File: config.mk
export PLATFORM = sky130hd
export DESIGN_NAME = controle_cofre
export DESIGN_NICKNAME = d
export VERILOG_FILES = /design/src/rtl/controle_cofre.sv
export SDC_FILE = /design/constraint.sdc
export NUM_CORES = 1
export LEC_CHECK = 0
export CORE_MARGIN = 2
export CORE_UTILIZATION = 44
export CTS_CLUSTER_DIAMETER = 100
export CTS_CLUSTER_SIZE = 25
export DETAILED_ROUTE_END_ITERATION = 6
export PLACE_DENSITY = 0.67
export RECOVER_POWER = 100
export SYNTH_ARGS = -nofsm -noshare
export SYNTH_HDL_FRONTEND = slang
export SYNTH_SLANG_ARGS = --single-unit
File: constraint.sdc
create_clock -name clk -period 5.1 [get_ports clk]
set_input_delay 1.02 -clock clk [delete_from_list [all_inputs] [get_ports clk]]
set_output_delay 1.02 -clock clk [all_outputs]
set_load 0.05 [all_outputs]
File: src/rtl/controle_cofre.sv
// Safe controller: owns the stored password and latched attempt, sequences
// check/open/relock/lockout from the external comparator flags, drives status LEDs.
module controle_cofre #(
   parameter int MAX_TENTATIVAS = 3,
   parameter int T_BLOQUEIO     = 50000000,
   parameter int T_ABERTO       = 250000000
) (
   input  logic       clk,
   input  logic       rst_n,
   input  logic [3:0] senha_nova,
   input  logic [3:0] tentativa,
   input  logic       btn_confirmar,
   input  logic       btn_gravar,
   input  logic       btn_fechar,
   input  logic       cmp_igual,
   input  logic       cmp_ate3,
   output logic [3:0] senha_reg,
   output logic [3:0] tent_reg,
   output logic       led0,
   output logic       led1,
   output logic       led2,
   output logic       bloqueado,
   output logic [2:0] erros
);

   localparam int T_MAX = (T_BLOQUEIO > T_ABERTO) ? T_BLOQUEIO : T_ABERTO;
   localparam int TW    = $clog2(T_MAX + 1);
   localparam logic [TW-1:0] CARGA_ABERTO = TW'(T_ABERTO - 1);
   localparam logic [TW-1:0] CARGA_BLOQ   = TW'(T_BLOQUEIO - 1);
   localparam logic [2:0]    ERROS_MAX    = 3'(MAX_TENTATIVAS);
   localparam logic [3:0]    LIMITE       = 4'(MAX_TENTATIVAS);

   typedef enum logic [1:0] {FECHADO, VERIFICA, ABERTO, BLOQUEADO} estado_t;

   estado_t       estado, estado_prox;
   logic [TW-1:0] timer, timer_prox;
   logic [3:0]    senha_prox, tent_prox;
   logic          led0_prox, led1_prox, led2_prox, bloq_prox;
   logic [2:0]    erros_prox;
   logic [3:0]    erros_inc;

   always_ff @(posedge clk) begin
      if (!rst_n) begin
         estado    <= FECHADO;
         timer     <= '0;
         senha_reg <= '0;
         tent_reg  <= '0;
         led0      <= 1'b0;
         led1      <= 1'b0;
         led2      <= 1'b0;
         bloqueado <= 1'b0;
         erros     <= '0;
      end else begin
         estado    <= estado_prox;
         timer     <= timer_prox;
         senha_reg <= senha_prox;
         tent_reg  <= tent_prox;
         led0      <= led0_prox;
         led1      <= led1_prox;
         led2      <= led2_prox;
         bloqueado <= bloq_prox;
         erros     <= erros_prox;
      end
   end

   // One shared down-counter, reloaded when entering ABERTO or BLOQUEADO.
   always_comb begin
      estado_prox = estado;
      timer_prox  = timer;
      senha_prox  = senha_reg;
      tent_prox   = tent_reg;
      led0_prox   = led0;
      led1_prox   = led1;
      led2_prox   = led2;
      bloq_prox   = bloqueado;
      erros_prox  = erros;
      erros_inc   = {1'b0, erros} + 4'd1;

      case (estado)
         FECHADO: begin
            if (btn_confirmar) begin
               tent_prox   = tentativa;
               estado_prox = VERIFICA;
            end
         end
         VERIFICA: begin
            if (cmp_igual) begin
               estado_prox = ABERTO;
               led0_prox   = 1'b1;
               led1_prox   = 1'b0;
               led2_prox   = 1'b0;
               erros_prox  = '0;
               timer_prox  = CARGA_ABERTO;
            end else if (erros_inc < LIMITE) begin
               estado_prox = FECHADO;
               erros_prox  = erros_inc[2:0];
               led2_prox   = 1'b1;
               led1_prox   = cmp_ate3;
            end else begin
               estado_prox = BLOQUEADO;
               erros_prox  = ERROS_MAX;
               led2_prox   = 1'b1;
               led1_prox   = cmp_ate3;
               bloq_prox   = 1'b1;
               timer_prox  = CARGA_BLOQ;
            end
         end
         ABERTO: begin
            if (btn_gravar) begin
               senha_prox = senha_nova;
            end
            if (btn_fechar || timer == '0) begin
               estado_prox = FECHADO;
               led0_prox   = 1'b0;
               timer_prox  = '0;
            end else begin
               timer_prox = timer - TW'(1);
            end
         end
         BLOQUEADO: begin
            if (timer == '0) begin
               estado_prox = FECHADO;
               bloq_prox   = 1'b0;
               erros_prox  = '0;
               led1_prox   = 1'b0;
               led2_prox   = 1'b0;
            end else begin
               timer_prox = timer - TW'(1);
            end
         end
         default: estado_prox = FECHADO;
      endcase
   end

endmodule
==> results of run 1 <==
[cell usage after synthesis (5+ instances only)]
cell type  instances
dfxtp_1           45
nor2_1            26
o21ai_0           26
nand2_1           25
nor3_1            20
a21oi_1           16
clkbuf_1          13
or3_1             11
inv_1              8
mux2i_1            8
nand3_1            8
o31ai_1            8
a31oi_1            7
nor4_1             7
a22o_1             6
a211oi_1           5
a21o_1             5
o311ai_0           5
or4_1              5
[stage by stage]
step / instances / cell area [µm²]
2_1_floorplan: 312 / 2510
3_3_place_gp: 397 / 2820
3_5_place_dp: 397 / 2820
4_1_cts: 405 / 2900
5_1_grt: 405 / 2890
6_report: 405 / 2890
[critical path, delay by kind of cell, from the launching register on]
kind / cells / cell delay [ns]
simple gates: 4 / 2.06
flops: 1 / 0.37
compound gates: 2 / 0.89
[path summary, 6_finish.rpt]
check,cells past startpoint,slack (ns),endpoint
min reg2reg,2,0.48,bloqueado$_SDFFE_PN0P_
max,6,1.62,timer[20]$_SDFFE_PN0P_
max reg2reg,6,1.62,timer[20]$_SDFFE_PN0P_
min,2,0.48,bloqueado$_SDFFE_PN0P_
[cell families after synthesis]
family / count (synthesis) / share of synthesized area [%]
adders and majority gates: 4 / 2.00
AOI/OAI and AO/OA: 99 / 26.6
DFF: 45 / 35.9
muxes: 8 / 3.19
and+or+nand+nor: 130 / 28.0
buffers and inverters: 26 / 4.34
[area by class of cell]
type,instances,area [µm²],area share [%]
Tap cell,72,90.1,3.11
Timing Repair Buffer,30,294,10.2
Clock buffer,8,80.1,2.77
Sequential cell,45,901,31.1
Inverter,9,33.8,1.17
Multi-Input combinational cell,241,1490,51.6
[power breakdown]
group / leakage [nW] / total, mW / internal [mW] / switching (mW)
registers: 0.368 / 0.431 / 0.385 / 0.0461
logic: 0.717 / 0.314 / 0.116 / 0.199
clock network: 0.0395 / 0.219 / 0.0976 / 0.122
[layer usage]
metal  vias to the layer above  share of wire, %
li1                       1221                 -
met1                      1179                48
met2                        65                46
met3                        12               4.4
met4                         0               1.5
met5                         -                 0
==> run_results.csv, run 1 <==
group,metric,value,unit
run_status,outcome,"finished clean",
logic_synthesis,synth_warnings,0,
sta,fmax,287,MHz
finish,largest_register_ffs,28,
routing,drtIter0Drc,159,
logic_synthesis,async_flop_share,0,%
setup_path,criticalPathCategory,"register to register",
routing,dr_total_vias,2477,
setup_path,arrival,3.62,ns
routing,remaining_drc_errors,0,
global_routing,busiest_layer,"met2",
routing,finalWirelength,6800,µm
sta,post-route-period-util,68.3,%
routing,routedWlPerCell,16.8,µm
setup_path,rr_startpoint,"timer[10]$_SDFFE_PN0P_",
logic_synthesis,ys_ff_latch,45,
sta,worst_slack,1.62,ns
sta,worst_slew_pin_slew,1.20,ns
floorplanning,rows,27,
hold_path,hp-class,"register to register",
power,ir_worst_vdd,207,µV
global_routing,grt_pass1_vias,2203,
place,hpwlAfterDp,4770,µm
floorplanning,core_region_area,5510,µm²
setup_path,cp-start-kind,"register",
setup_path,path_cells,"or3_1 > nor3_1 > and3_1 > o21ai_0 > a31oi_1 > nor3_1",
setup_path,max_stage_delay,0.84,ns
floorplanning,dieHeight,79.5,µm
global_routing,grt_max_degree,28,
logic_synthesis,syn-num-nets,331,
routing,drt-vias-per-instance,6.12,
sta,setup_viol,0,
clock_tree,clkSlewWorstSetupHoldPaths,0.08,ns
power,totalPowerFinal,965,µW
sta,timing.hold.ws,0.482,ns
logic_synthesis,synthesis.area,2510,µm²
clock_tree,cts_tree,"yes",
setup_path,critPathMaxFanout,12,
logic_synthesis,synth_edf_count,0,
clock_tree,ctsHtreeMaxLevel,2,
finish,layout_commonest_cell,"dfxtp_1",
logic_synthesis,synthCells,312,
logic_synthesis,ys_seq_area_share,35.9,%
finish,diodes,0,
clock_tree,cts_buffers,5,
logic_synthesis,synthFlopType,"dfxtp_1",
clock_tree,worstSkewPairLatency,0.31,ns
power,leakagePower,1.12,nW
floorplanning,start_util,45.6,%
setup_path,cpMaxStageDelayCell,"nor3_1",
global_routing,globalRouteOverflowTotal,0,
routing,final_antenna_net_count,0,
sta,fin_crit,3.48,ns
place,dp_slack,1.86,ns
global_routing,antenna_found_initial,0,
finish,fin_nets,351,
power,p_per_area,334,nW/µm²
clock_tree,post-cts-setup-buffers,0,
finish,area_growth,15.3,%
sta,slew_headroom,19.3,%
logic_synthesis,synth_area_per_cell,8.04,µm²
sta,rsz0062_at_grt,"no",
clock_tree,clock-sinks,45,
setup_path,crit_path_end_kind,"register",
sta,hold_viol_final,0,
floorplanning,ios,30,
sta,fin_skew,0.0146,ns
place,io_buffers,29,
clock_tree,cts-resized-gates,0,
clock_tree,cts_max_path_buffers,2,
floorplanning,fp.dieArea,6320,µm²
logic_synthesis,synth_top_area_share,35.9,%
finish,utilization,52.5,%
routing,drt_first_pass_iters,5,
sta,tns,0,ns
setup_path,cp_common_cell,"nor3_1",
global_routing,grtUsageMet1,31.1,%
clock_tree,cts_hold_buffers,0,
finish,final_cell_mix,"dfxtp_1, o21ai_0, nor2_1",
finish,nFillCells,529,
clock_tree,cts_root_buf,"clkbuf_8",
flow_run,maxCapViolCount,0,
finish,drive_gt1_share,3.90,%
global_routing,grt.met2_usage,34.5,%
global_routing,met3_usage,4.30,%
hold_path,min-delay-start,"bloqueado$_SDFFE_PN0P_",
place,gp_congestion,0.914,
logic_synthesis,ys_top_cells_by_area,"dfxtp_1, o21ai_0, nor3_1, nor2_1, nand2_1",
logic_synthesis,yosysUniqueCellTypes,53,
floorplanning,die_w,79.5,µm
setup_path,critPathLaunch,"timer[10]$_SDFFE_PN0P_",
global_routing,grt_usage,22.3,%
logic_synthesis,synth_top_area_cell,"dfxtp_1",
global_routing,grt_pass1_wl,11100,µm
setup_path,crit_required,5.24,ns
sta,drv_slew,0,
Power figures use the tool's default switching activity.
==> run 2: changes to the inputs <==
Clock period 5.1 ns to 3.4 ns, I/O delays scaled along.
==> run_results.csv, run 2 (synthesis results as in run 1) <==
group,metric,value,unit
routing,wl_met2,3210,µm
finish,area_growth,17.6,%
sta,fin_crit,2.89,ns
global_routing,grt_pass1_wl,11500,µm
finish,final_cell_mix,"dfxtp_1, o21ai_0, nor2_1",
sta,setup_viol,0,
sta,worst_slew_pin_slew,1.19,ns
routing,drtIter0Drc,276,
power,p_per_area,531,nW/µm²
finish,fin_nets,353,
power,leakagePower,1.15,nW
clock_tree,clkSlewWorstSetupHoldPaths,0.09,ns
floorplanning,start_util,45.6,%
sta,tns,0,ns
global_routing,globalRouteOverflowTotal,0,
setup_path,crit_required,3.60,ns
routing,final_antenna_net_count,0,
finish,utilization,53.6,%
global_routing,antenna_found_initial,0,
clock_tree,ctsHtreeMaxLevel,2,
finish,diodes,0,
flow_run,maxCapViolCount,0,
clock_tree,post-cts-setup-buffers,0,
sta,rsz0062_at_grt,"no",
place,dp_slack,0.568,ns
routing,drt_first_pass_iters,5,
clock_tree,cts_buffers,5,
setup_path,crit_path_end_kind,"register",
sta,worst_slack,0.514,ns
place,dp_cells,399,
global_routing,grt_usage,23.0,%
routing,drt-vias-per-instance,6.19,
sta,fmax,347,MHz
place,io_buffers,29,
setup_path,cp-start-kind,"register",
clock_tree,cts_tree,"yes",
setup_path,critPathMaxFanout,8,
sta,hold_viol_final,0,
sta,timing.hold.ws,0.475,ns
floorplanning,core_region_area,5510,µm²
sta,post-route-period-util,84.9,%
setup_path,critPathTopFamily,"compound AO/OA/AOI/OAI gates",
floorplanning,fp.dieArea,6320,µm²
sta,fin_skew,0.00716,ns
hold_path,hp-class,"register to register",
routing,wl_met1,3340,µm
global_routing,grt_pass1_vias,2288,
clock_tree,cts_root_buf,"clkbuf_8",
clock_tree,cts_hold_buffers,0,
routing,dr_total_vias,2518,
finish,nFillCells,535,
floorplanning,dieHeight,79.5,µm
power,ir_worst_vdd,281,µV
clock_tree,clock-sinks,45,
global_routing,grt_max_degree,26,
floorplanning,die_w,79.5,µm
finish,largest_register_ffs,28,
sta,drv_slew,0,
routing,dr_wl_met3,387,µm
floorplanning,rows,27,
sta,slew_headroom,20.0,%
finish,final_cells,407,
routing,finalWirelength,7080,µm
setup_path,cp.buffers_inverters,1,
run_status,outcome,"finished clean",
setup_path,cpMaxStageDelayCell,"o21ai_0",
setup_path,path_cells,"inv_1 > ha_1 > nand2b_1 > nor4_4 > and3_1 > o21ai_0 > o311ai_0 > a211oi_1",
clock_tree,cts_max_path_buffers,2,
routing,top_layer,"met4",
floorplanning,ios,30,
clock_tree,cts-resized-gates,0,
routing,routedWlPerCell,17.4,µm
routing,remaining_drc_errors,0,
place,gp_congestion,0.949,
finish,layout_commonest_cell,"dfxtp_1",
clock_tree,worstSkewPairLatency,0.30,ns
place,hpwlAfterDp,4960,µm
finish,drive_gt1_share,5.37,%
setup_path,criticalPathCategory,"register to register",
setup_path,max_stage_delay,0.96,ns
setup_path,arrival,3.09,ns
[run 2: final timing paths]
path | start | endpoint | slack, ns | cells after the start
min | bloqueado$_SDFFE_PN0P_ | bloqueado$_SDFFE_PN0P_ | 0.47 | 2
min reg2reg | bloqueado$_SDFFE_PN0P_ | bloqueado$_SDFFE_PN0P_ | 0.47 | 2
max reg2reg | timer[0]$_SDFFE_PN0P_ | timer[23]$_SDFFE_PN0P_ | 0.51 | 8
max | timer[0]$_SDFFE_PN0P_ | timer[23]$_SDFFE_PN0P_ | 0.51 | 8
[run 2: per-layer routing]
| metal | GRT usage, % | vias to the layer above |
|---|---|---|
| li1 | - | 1224 |
| met1 | 33.2 | 1200 |
| met2 | 34.0 | 79 |
| met3 | 4.07 | 15 |
| met4 | 8.28 | 0 |
| met5 | 0 | - |
[run 2: cell type report]
cell class	instances	area (µm²)	share of cell area, %
tap	72	90.1	3.05
inverter	9	33.8	1.15
clock buffer	6	82.6	2.80
timing repair buffer	32	305	10.4
sequential	45	901	30.5
clock inverter	2	37.5	1.27
multi-input combinational	241	1500	50.8
[run 2: tightest hold or removal path, delay by kind of cell (launching register included)]
| family | cells | cell delay [ns] |
|---|---|---|
| compound gates | 2 | 0.12 |
| flops | 1 | 0.32 |
[run 2: where the power goes]
part | internal (mW) | switching [mW] | leakage, nW
sequential | 0.578 | 0.0645 | 0.368
clock | 0.239 | 0.201 | 0.0574
combinational | 0.176 | 0.307 | 0.723
total | 0.993 | 0.573 | 1.15
[run 2: stage by stage]
stage          power (mW)  cell area, µm²
5_1_grt              1.64            2950
3_3_place_gp         1.12            2840
6_report             1.57            2950
3_5_place_dp         1.13            2840
2_1_floorplan        1.00            2510
4_1_cts              1.56            2960
